## config.mk

```make
export PLATFORM = sky130hd
export DESIGN_NAME = m6809_bus_timer
export DESIGN_NICKNAME = d
export VERILOG_FILES = /design/src/rtl/m6809_bus_timer.sv
export SDC_FILE = /design/constraint.sdc
export NUM_CORES = 1
export LEC_CHECK = 0
export CAP_MARGIN = 30
export CORE_MARGIN = 3
export CORE_UTILIZATION = 57
export DETAILED_ROUTE_END_ITERATION = 16
export GPL_ROUTABILITY_DRIVEN = 0
export GPL_TIMING_DRIVEN = 0
export PLACE_DENSITY = 0.86
export SKIP_LAST_GASP = 1
export SLEW_MARGIN = 20
export SYNTH_ARGS = -nofsm -noshare
export SYNTH_HDL_FRONTEND = slang
export SYNTH_SLANG_ARGS = --single-unit
```

## constraint.sdc

```tcl
create_clock -name clk -period 5.6 [get_ports clk]
set_input_delay 1.4 -clock clk [delete_from_list [all_inputs] [get_ports clk]]
set_output_delay 1.4 -clock clk [all_outputs]
set_load 0.005 [all_outputs]
```

## src/rtl/m6809_bus_timer.sv

```systemverilog
// m6809_bus_timer: 16-bit programmable interval timer responding to the 6809
// CPU bus. Provides an 8-bit prescaler, a reloadable down-counter with
// periodic/one-shot modes, an active-low IRQ, buffered 16-bit reload writes
// and atomic 16-bit counter reads through a COUNT_HI-triggered low-byte latch.
module m6809_bus_timer #(
  parameter logic [15:0] RESET_RELOAD   = 16'h0000,
  parameter logic [7:0]  RESET_PRESCALE = 8'h00
) (
  input  logic       clk,
  input  logic       reset,
  input  logic       bus_cs,
  input  logic       bus_rw,
  input  logic [2:0] bus_addr,
  input  logic [7:0] bus_din,
  output logic [7:0] bus_dout,
  output logic       bus_ack,
  output logic       irq_b
);

  // Register map.
  localparam logic [2:0] ADDR_CTRL      = 3'd0;
  localparam logic [2:0] ADDR_STATUS    = 3'd1;
  localparam logic [2:0] ADDR_PRESCALE  = 3'd2;
  localparam logic [2:0] ADDR_RELOAD_HI = 3'd3;
  localparam logic [2:0] ADDR_RELOAD_LO = 3'd4;
  localparam logic [2:0] ADDR_COUNT_HI  = 3'd5;
  localparam logic [2:0] ADDR_COUNT_LO  = 3'd6;

  // Architectural state.
  logic        ctrl_en;
  logic        ctrl_ie;
  logic        ctrl_oneshot;
  logic        tf;
  logic [7:0]  prescale;
  logic [15:0] reload;
  logic [15:0] count;
  logic [7:0]  reload_hi_buf;
  logic [7:0]  count_lo_latch;
  logic [7:0]  presc_cnt;

  // Next-state values.
  logic        ctrl_en_nxt;
  logic        ctrl_ie_nxt;
  logic        ctrl_oneshot_nxt;
  logic        tf_nxt;
  logic [7:0]  prescale_nxt;
  logic [15:0] reload_nxt;
  logic [15:0] count_nxt;
  logic [7:0]  reload_hi_buf_nxt;
  logic [7:0]  count_lo_latch_nxt;
  logic [7:0]  presc_cnt_nxt;
  logic [7:0]  bus_dout_nxt;
  logic        irq_b_nxt;

  // Decoded bus strobes and timer events.
  logic        wr_en;
  logic        rd_en;
  logic        tick;
  logic        expire;
  logic [7:0]  read_data;

  assign wr_en  = bus_cs & ~bus_rw;
  assign rd_en  = bus_cs & bus_rw;
  assign tick   = ctrl_en & (presc_cnt == prescale);
  assign expire = tick & (count == 16'h0000);

  // Read data multiplexer, sampled into bus_dout on the access edge.
  always_comb begin
    read_data = 8'h00;
    case (bus_addr)
      ADDR_CTRL:      read_data = {5'b00000, ctrl_oneshot, ctrl_ie, ctrl_en};
      ADDR_STATUS:    read_data = {7'b0000000, tf};
      ADDR_PRESCALE:  read_data = prescale;
      ADDR_RELOAD_HI: read_data = reload[15:8];
      ADDR_RELOAD_LO: read_data = reload[7:0];
      ADDR_COUNT_HI:  read_data = count[15:8];
      ADDR_COUNT_LO:  read_data = count_lo_latch;
      default:        read_data = 8'h00;
    endcase
  end

  // Timer next state: prescaler and counter first, then bus writes override
  // so a CPU write wins over the same-cycle automatic update, except that an
  // expiry always sets tf even when STATUS is being cleared.
  always_comb begin
    ctrl_en_nxt        = ctrl_en;
    ctrl_ie_nxt        = ctrl_ie;
    ctrl_oneshot_nxt   = ctrl_oneshot;
    tf_nxt             = tf;
    prescale_nxt       = prescale;
    reload_nxt         = reload;
    count_nxt          = count;
    reload_hi_buf_nxt  = reload_hi_buf;
    count_lo_latch_nxt = count_lo_latch;
    presc_cnt_nxt      = presc_cnt;
    bus_dout_nxt       = bus_dout;

    if (!ctrl_en || tick) begin
      presc_cnt_nxt = 8'h00;
    end else begin
      presc_cnt_nxt = presc_cnt + 8'd1;
    end

    if (tick) begin
      if (count != 16'h0000) begin
        count_nxt = count - 16'd1;
      end else if (ctrl_oneshot) begin
        ctrl_en_nxt = 1'b0;
      end else begin
        count_nxt = reload;
      end
    end

    if (wr_en) begin
      case (bus_addr)
        ADDR_CTRL: begin
          ctrl_en_nxt      = bus_din[0];
          ctrl_ie_nxt      = bus_din[1];
          ctrl_oneshot_nxt = bus_din[2];
        end
        ADDR_STATUS: begin
          if (bus_din[0]) begin
            tf_nxt = 1'b0;
          end
        end
        ADDR_PRESCALE: begin
          prescale_nxt  = bus_din;
          presc_cnt_nxt = 8'h00;
        end
        ADDR_RELOAD_HI: begin
          reload_hi_buf_nxt = bus_din;
        end
        ADDR_RELOAD_LO: begin
          reload_nxt = {reload_hi_buf, bus_din};
          count_nxt  = {reload_hi_buf, bus_din};
        end
        default: begin
        end
      endcase
    end

    if (expire) begin
      tf_nxt = 1'b1;
    end

    if (rd_en) begin
      bus_dout_nxt = read_data;
      if (bus_addr == ADDR_COUNT_HI) begin
        count_lo_latch_nxt = count[7:0];
      end
    end

    irq_b_nxt = ~(tf_nxt & ctrl_ie_nxt);
  end

  // State registers; reset drops ack and discards any access in flight.
  always_ff @(posedge clk or posedge reset) begin
    if (reset) begin
      ctrl_en        <= 1'b0;
      ctrl_ie        <= 1'b0;
      ctrl_oneshot   <= 1'b0;
      tf             <= 1'b0;
      prescale       <= RESET_PRESCALE;
      reload         <= RESET_RELOAD;
      count          <= RESET_RELOAD;
      reload_hi_buf  <= 8'h00;
      count_lo_latch <= 8'h00;
      presc_cnt      <= 8'h00;
      bus_dout       <= 8'h00;
      bus_ack        <= 1'b0;
      irq_b          <= 1'b1;
    end else begin
      ctrl_en        <= ctrl_en_nxt;
      ctrl_ie        <= ctrl_ie_nxt;
      ctrl_oneshot   <= ctrl_oneshot_nxt;
      tf             <= tf_nxt;
      prescale       <= prescale_nxt;
      reload         <= reload_nxt;
      count          <= count_nxt;
      reload_hi_buf  <= reload_hi_buf_nxt;
      count_lo_latch <= count_lo_latch_nxt;
      presc_cnt      <= presc_cnt_nxt;
      bus_dout       <= bus_dout_nxt;
      bus_ack        <= bus_cs;
      irq_b          <= irq_b_nxt;
    end
  end

endmodule

```

; ---- Word level (Yosys, flattened, before mapping)
; Index checks and enable logic that the tools add are counted.
; W data, S select, Z words.
[op_classes]
add_sub_neg = 2
bitwise_logic = 7
reduce_logical = 10
eq_ne = 7
mux = 20
[ops]
columns = op, count
row1 = $mux W16, 5
row2 = $pmux W8 S7, 1
row3 = $mux W8, 3
row4 = $logic_not A16 Y1, 1
row5 = $reduce_bool A16 Y1, 1
row6 = $sub A16 B1 Y16 const B, 1
row7 = $mux W1, 11
row8 = $reduce_and A2 Y1, 5
row9 = $eq A3 B3 Y1 const B, 3
row10 = $add A8 B1 Y8 const B, 1
row11 = $eq A8 B8 Y1, 1
row12 = $eq A3 B2 Y1 const B, 2
row13 = $and A1 B1 Y1, 5
row14 = $eq A3 B1 Y1 const B, 1
row15 = $logic_not A3 Y1, 1
row16 = $not A1 Y1, 2
row17 = $logic_not A1 Y1, 1
row18 = $logic_or A1 B1 Y1, 1
[totals]
ff_bits = 78
output_inout_bits = 10

; ---- Depth between registers and ports, before layout
[depth]
depth_word = 6
mapped_depth = 9

; ---- Worst setup path after synthesis
; Ideal clock, no wire load.
[synth_timing]
kind = input port to flip-flop
start = input bus_addr[0]
end = register count[13]
path_slack_ns = 2.873
arrival_ns = 2.649
path_buffers = 3
path_stages = 8
t_required_ns = 5.522
path_cell_list = buf_2 -> nor3b_2 -> nor2b_1 -> clkbuf_1 -> buf_2 -> nand2_1 -> o21ai_0 -> o21bai_1
[synth_between]
elab_chain_len = 3
[synth_lines]
columns = element, line
row1 = from (decl), 13  ; input logic [2:0] bus_addr,
row2 = $eq A3 B3 Y1, 115  ; case (bus_addr)
row3 = $mux W16, 115
row4 = $mux W16, 114  ; if (wr_en) begin
row5 = via count_nxt[13], 48  ; logic [15:0] count_nxt;
row6 = to (signal assigned), 179  ; count <= count_nxt;
row7 = to (decl), 36  ; logic [15:0] count;
; The timed path passes the listed nets, and every way through them passes these cells.
; A chain may end at the register's enable or synchronous reset.

; ---- Final worst setup path
[layout_timing]
start = input bus_addr[1]
end = register count[13]
; The elaborated chain is that of the path after synthesis.

==> metrics.cfg <==
[pwr]
power.switching_mw=0.618
seq_power_share=0.507
powerDensity_mw_per_mm2=363
comb_power_share=0.262
p_leak_nw=2.07
power_frac_clock=0.231
switching_share=0.361
internal-power_mw=1.09
peakVddDrop_v=0.000224

[synth]
async_reset_ff_frac=1.00
yosysWarnings=0
avgSynthCellArea_sq_um=10.0
yosysUniqueCellTypes=60
synthCells=414
ys_seq_elements=78
synth_edf_count=0
mappedNetlistArea_sq_mm=0.00416
synth_flop_cell=dfrtp_1
synth_nets=432
seq_area_frac_synth=0.469

[global_routing]
antenna_found_initial=0
grt_pass1_vias=3480
grt_max_degree=53
top_usage_layer=met2
grt_pass1_wl_mm=18.1
use_met2=0.431
grt_use_met1=0.362
grtUsageTotal=0.279
grt-ovfl-total=0
use_met3=0.0953

[hold_path]
whs_path_depth=2
min_path_type=reg2reg
hold_start=bus_dout[3]$_DFFE_PP0P_
hold_path_end=bus_dout[3]$_DFFE_PP0P_

[cts]
cts_setup_buffers=0
cts_tree=yes
cts_buffer_depth=2
root_buffer=clkbuf_8
cts_hold_repair.buffers=0
insertion_delay_ns=0.36
clkSlewWorstSetupHoldPaths_ns=0.08
cts_resized=0
cts_sinks=78
cts_max_level=3
cts_made_buffers=9

[die]
die_x_um=91.4
top_level_ports=25
initial_core_util=0.599
dieArea_sq_mm=0.00836
core-area_sq_mm=0.00694
die_h_um=91.4
rows=30

[run]
maxCapViolCount=0

[timing]
fmax_mhz=305
skew_ns=0.00971
hold_viol=0
report.final.slew_viol_count=0
timing.final.crit_share=0.585
setup_viol=0
relSlewSlack=0.395
finalCriticalPeriod_ns=3.28
grt_setup_unrepaired=false
setup_tns_ns=0
worstMarginPinSlew_ns=0.900

[worst_setup_path]
reg2reg_to=count[9]$_DFF_PP0_
crit_path_max_fanout=10
r2r_start=count[1]$_DFF_PP0_
reg2reg_slack_ns=3.03
worstPathArrival_ns=3.56
critPathRequiredTime_ns=5.89
crit_path_end_kind=flip-flop
worst-r2r-cell-count=7
worst-setup-path-type=in2reg
worstSetupStartpointType=input pin

[routing]
wl_per_cell_um=20.3
routed_wl_mm=11.1
drc=0
via_count=3560
ant_nets=0
drt_iter0_markers=486
dr.pass1.iters=5
via_per_inst=6.48

[placed_design]
placed_cell_area_sq_mm=0.00453
portBuffers=22
hpwl_mm=7.87

[status]
status=finished clean

[layout]
fin_area_sq_mm=0.00471
drive_gt1_frac=0.155
nets=466
fill_cells=542
antennaDiodeCount=0
multiInputGateArea_sq_mm=0.00205
ff_latch_area_sq_mm=0.00195
syn_to_final_growth_pct=13.3

[critical path, cell delays in order]
cell             delay (ns)
clkdlybuf4s50_1        0.52
nor3b_2                0.46
nor2b_1                0.19
clkbuf_1               0.34
buf_2                  0.35
nand2_1                0.11
o21ai_0                0.08
o21bai_1               0.12
[logic make-up after synthesis]
family | synth area share
and+or+nand+nor | 0.180
DFF | 0.469
muxes | 0.115
xor gates and xnor gates | 0.0295
adders and majority gates | 0.00902
AOI/OAI and AO/OA | 0.158
buffers and inverters | 0.0379
[per-stage QoR]
step                      setup slack [ns]  power (mW)  instances  hold WS (ns)  utilization
after floorplan                       2.21        1.14        414         0.448            -
after global placement                1.02        1.28        532         0.462        0.648
after detailed placement              2.04        1.31        533         0.470        0.652
after CTS                             2.41        1.71        549         0.488        0.679
after global routing                  2.21        1.81        549         0.522        0.679
final                                 2.32        1.71        549         0.478        0.679
[area by class of cell]
cell class	instances	area share
buffer	22	0.0255
clock buffer	10	0.0292
clock inverter	6	0.00956
inverter	10	0.00849
multi-input combinational	304	0.435
sequential	78	0.414
tap	96	0.0255
timing repair buffer	23	0.0526
[cell usage in the layout (no fill, tap or decap), types with 4 or more instances in the layout]
master and instances:
dfrtp_1 77, nand2_1 66, mux2_2 29, clkdlybuf4s50_1 22, o21ai_0 19, nor2_1 18, nand3_1 15, o21ai_1 14
mux2i_1 12, a21oi_1 11, clkbuf_8 10, clkbuf_1 9, inv_1 9, xnor2_1 9, buf_2 8, nand4_1 7
o31ai_1 7, nand2b_1 6, a22o_1 6, o211ai_1 6, nor2b_1 5, nor4_1 5, a222oi_1 5, nor3_1 5
a21o_1 5, xor2_1 5, and3_1 4, a31o_1 4
[worst max-delay path by stage]
stage                 from                            to
5_1_grt        bus_addr[1]           count[13]$_DFF_PP0_
3_5_place_dp   bus_addr[1]           count[13]$_DFF_PP0_
2_1_floorplan        reset             bus_ack$_DFF_PP0_
4_1_cts        bus_addr[1]           count[13]$_DFF_PP0_
3_3_place_gp         reset  reload_hi_buf[3]$_DFFE_PP0P_
6_report       bus_addr[1]           count[13]$_DFF_PP0_
[flip-flops by register name, indices dropped and copies added (netlist names)]
name and flops:
reload 16, bus_dout 8, prescale 8, ctrl_en 1, tf 1, count_lo_latch 8, presc_cnt 8, irq_b 1
bus_ack 1, ctrl_ie 1, reload_hi_buf 8, ctrl_oneshot 1, count 16
[cell usage after synthesis, types with 3 or more instances]
| master | n | area share |
|---|---|---|
| buf_2 | 8 | 0.0096 |
| nand2b_1 | 6 | 0.0090 |
| mux2i_1 | 12 | 0.029 |
| a222oi_1 | 5 | 0.012 |
| xnor2_1 | 9 | 0.019 |
| nand4_1 | 7 | 0.011 |
| dfrtp_1 | 77 | 0.46 |
| nand3_1 | 15 | 0.018 |
| o21ai_1 | 14 | 0.017 |
| xor2_1 | 5 | 0.011 |
| mux2_2 | 29 | 0.078 |
| ha_1 | 3 | 0.0090 |
| inv_1 | 10 | 0.0090 |
| a31o_1 | 4 | 0.0084 |
| a21oi_1 | 11 | 0.013 |
| o31ai_1 | 7 | 0.013 |
| nor4_1 | 5 | 0.0075 |
| a21o_1 | 5 | 0.0090 |
| clkbuf_1 | 9 | 0.0081 |
| nor3_1 | 5 | 0.0060 |
| nor2b_1 | 5 | 0.0075 |
| o21ai_0 | 19 | 0.023 |
| nor2_1 | 18 | 0.016 |
| a22o_1 | 6 | 0.013 |
| nor3b_1 | 3 | 0.0054 |
| and3_1 | 4 | 0.0060 |
| nand2_1 | 66 | 0.060 |
| o211ai_1 | 6 | 0.011 |
[power by group through the flow]
| stage | Clock, mW | Sequential [mW] | Combinational [mW] |
|---|---|---|---|
| finish | 0.395 | 0.869 | 0.449 |
| global route | 0.424 | 0.885 | 0.499 |
| CTS | 0.402 | 0.862 | 0.442 |
| detailed placement | 0 | 0.873 | 0.438 |
| global placement | 0 | 0.866 | 0.419 |
| floorplan | 0 | 0.820 | 0.323 |
[per-layer routing]
| layer | part of all wire | vias to the layer above | routed length, um |
|---|---|---|---|
| met2 | 0.47 | 213 | 5180 |
| met3 | 0.093 | 32 | 1030 |
| met4 | 0.029 | 0 | 322 |
| met5 | 0 | - | 0 |
| met1 | 0.41 | 1736 | 4590 |
| li1 | - | 1579 | - |
No activity file was read; power rests on OpenSTA's default activity.
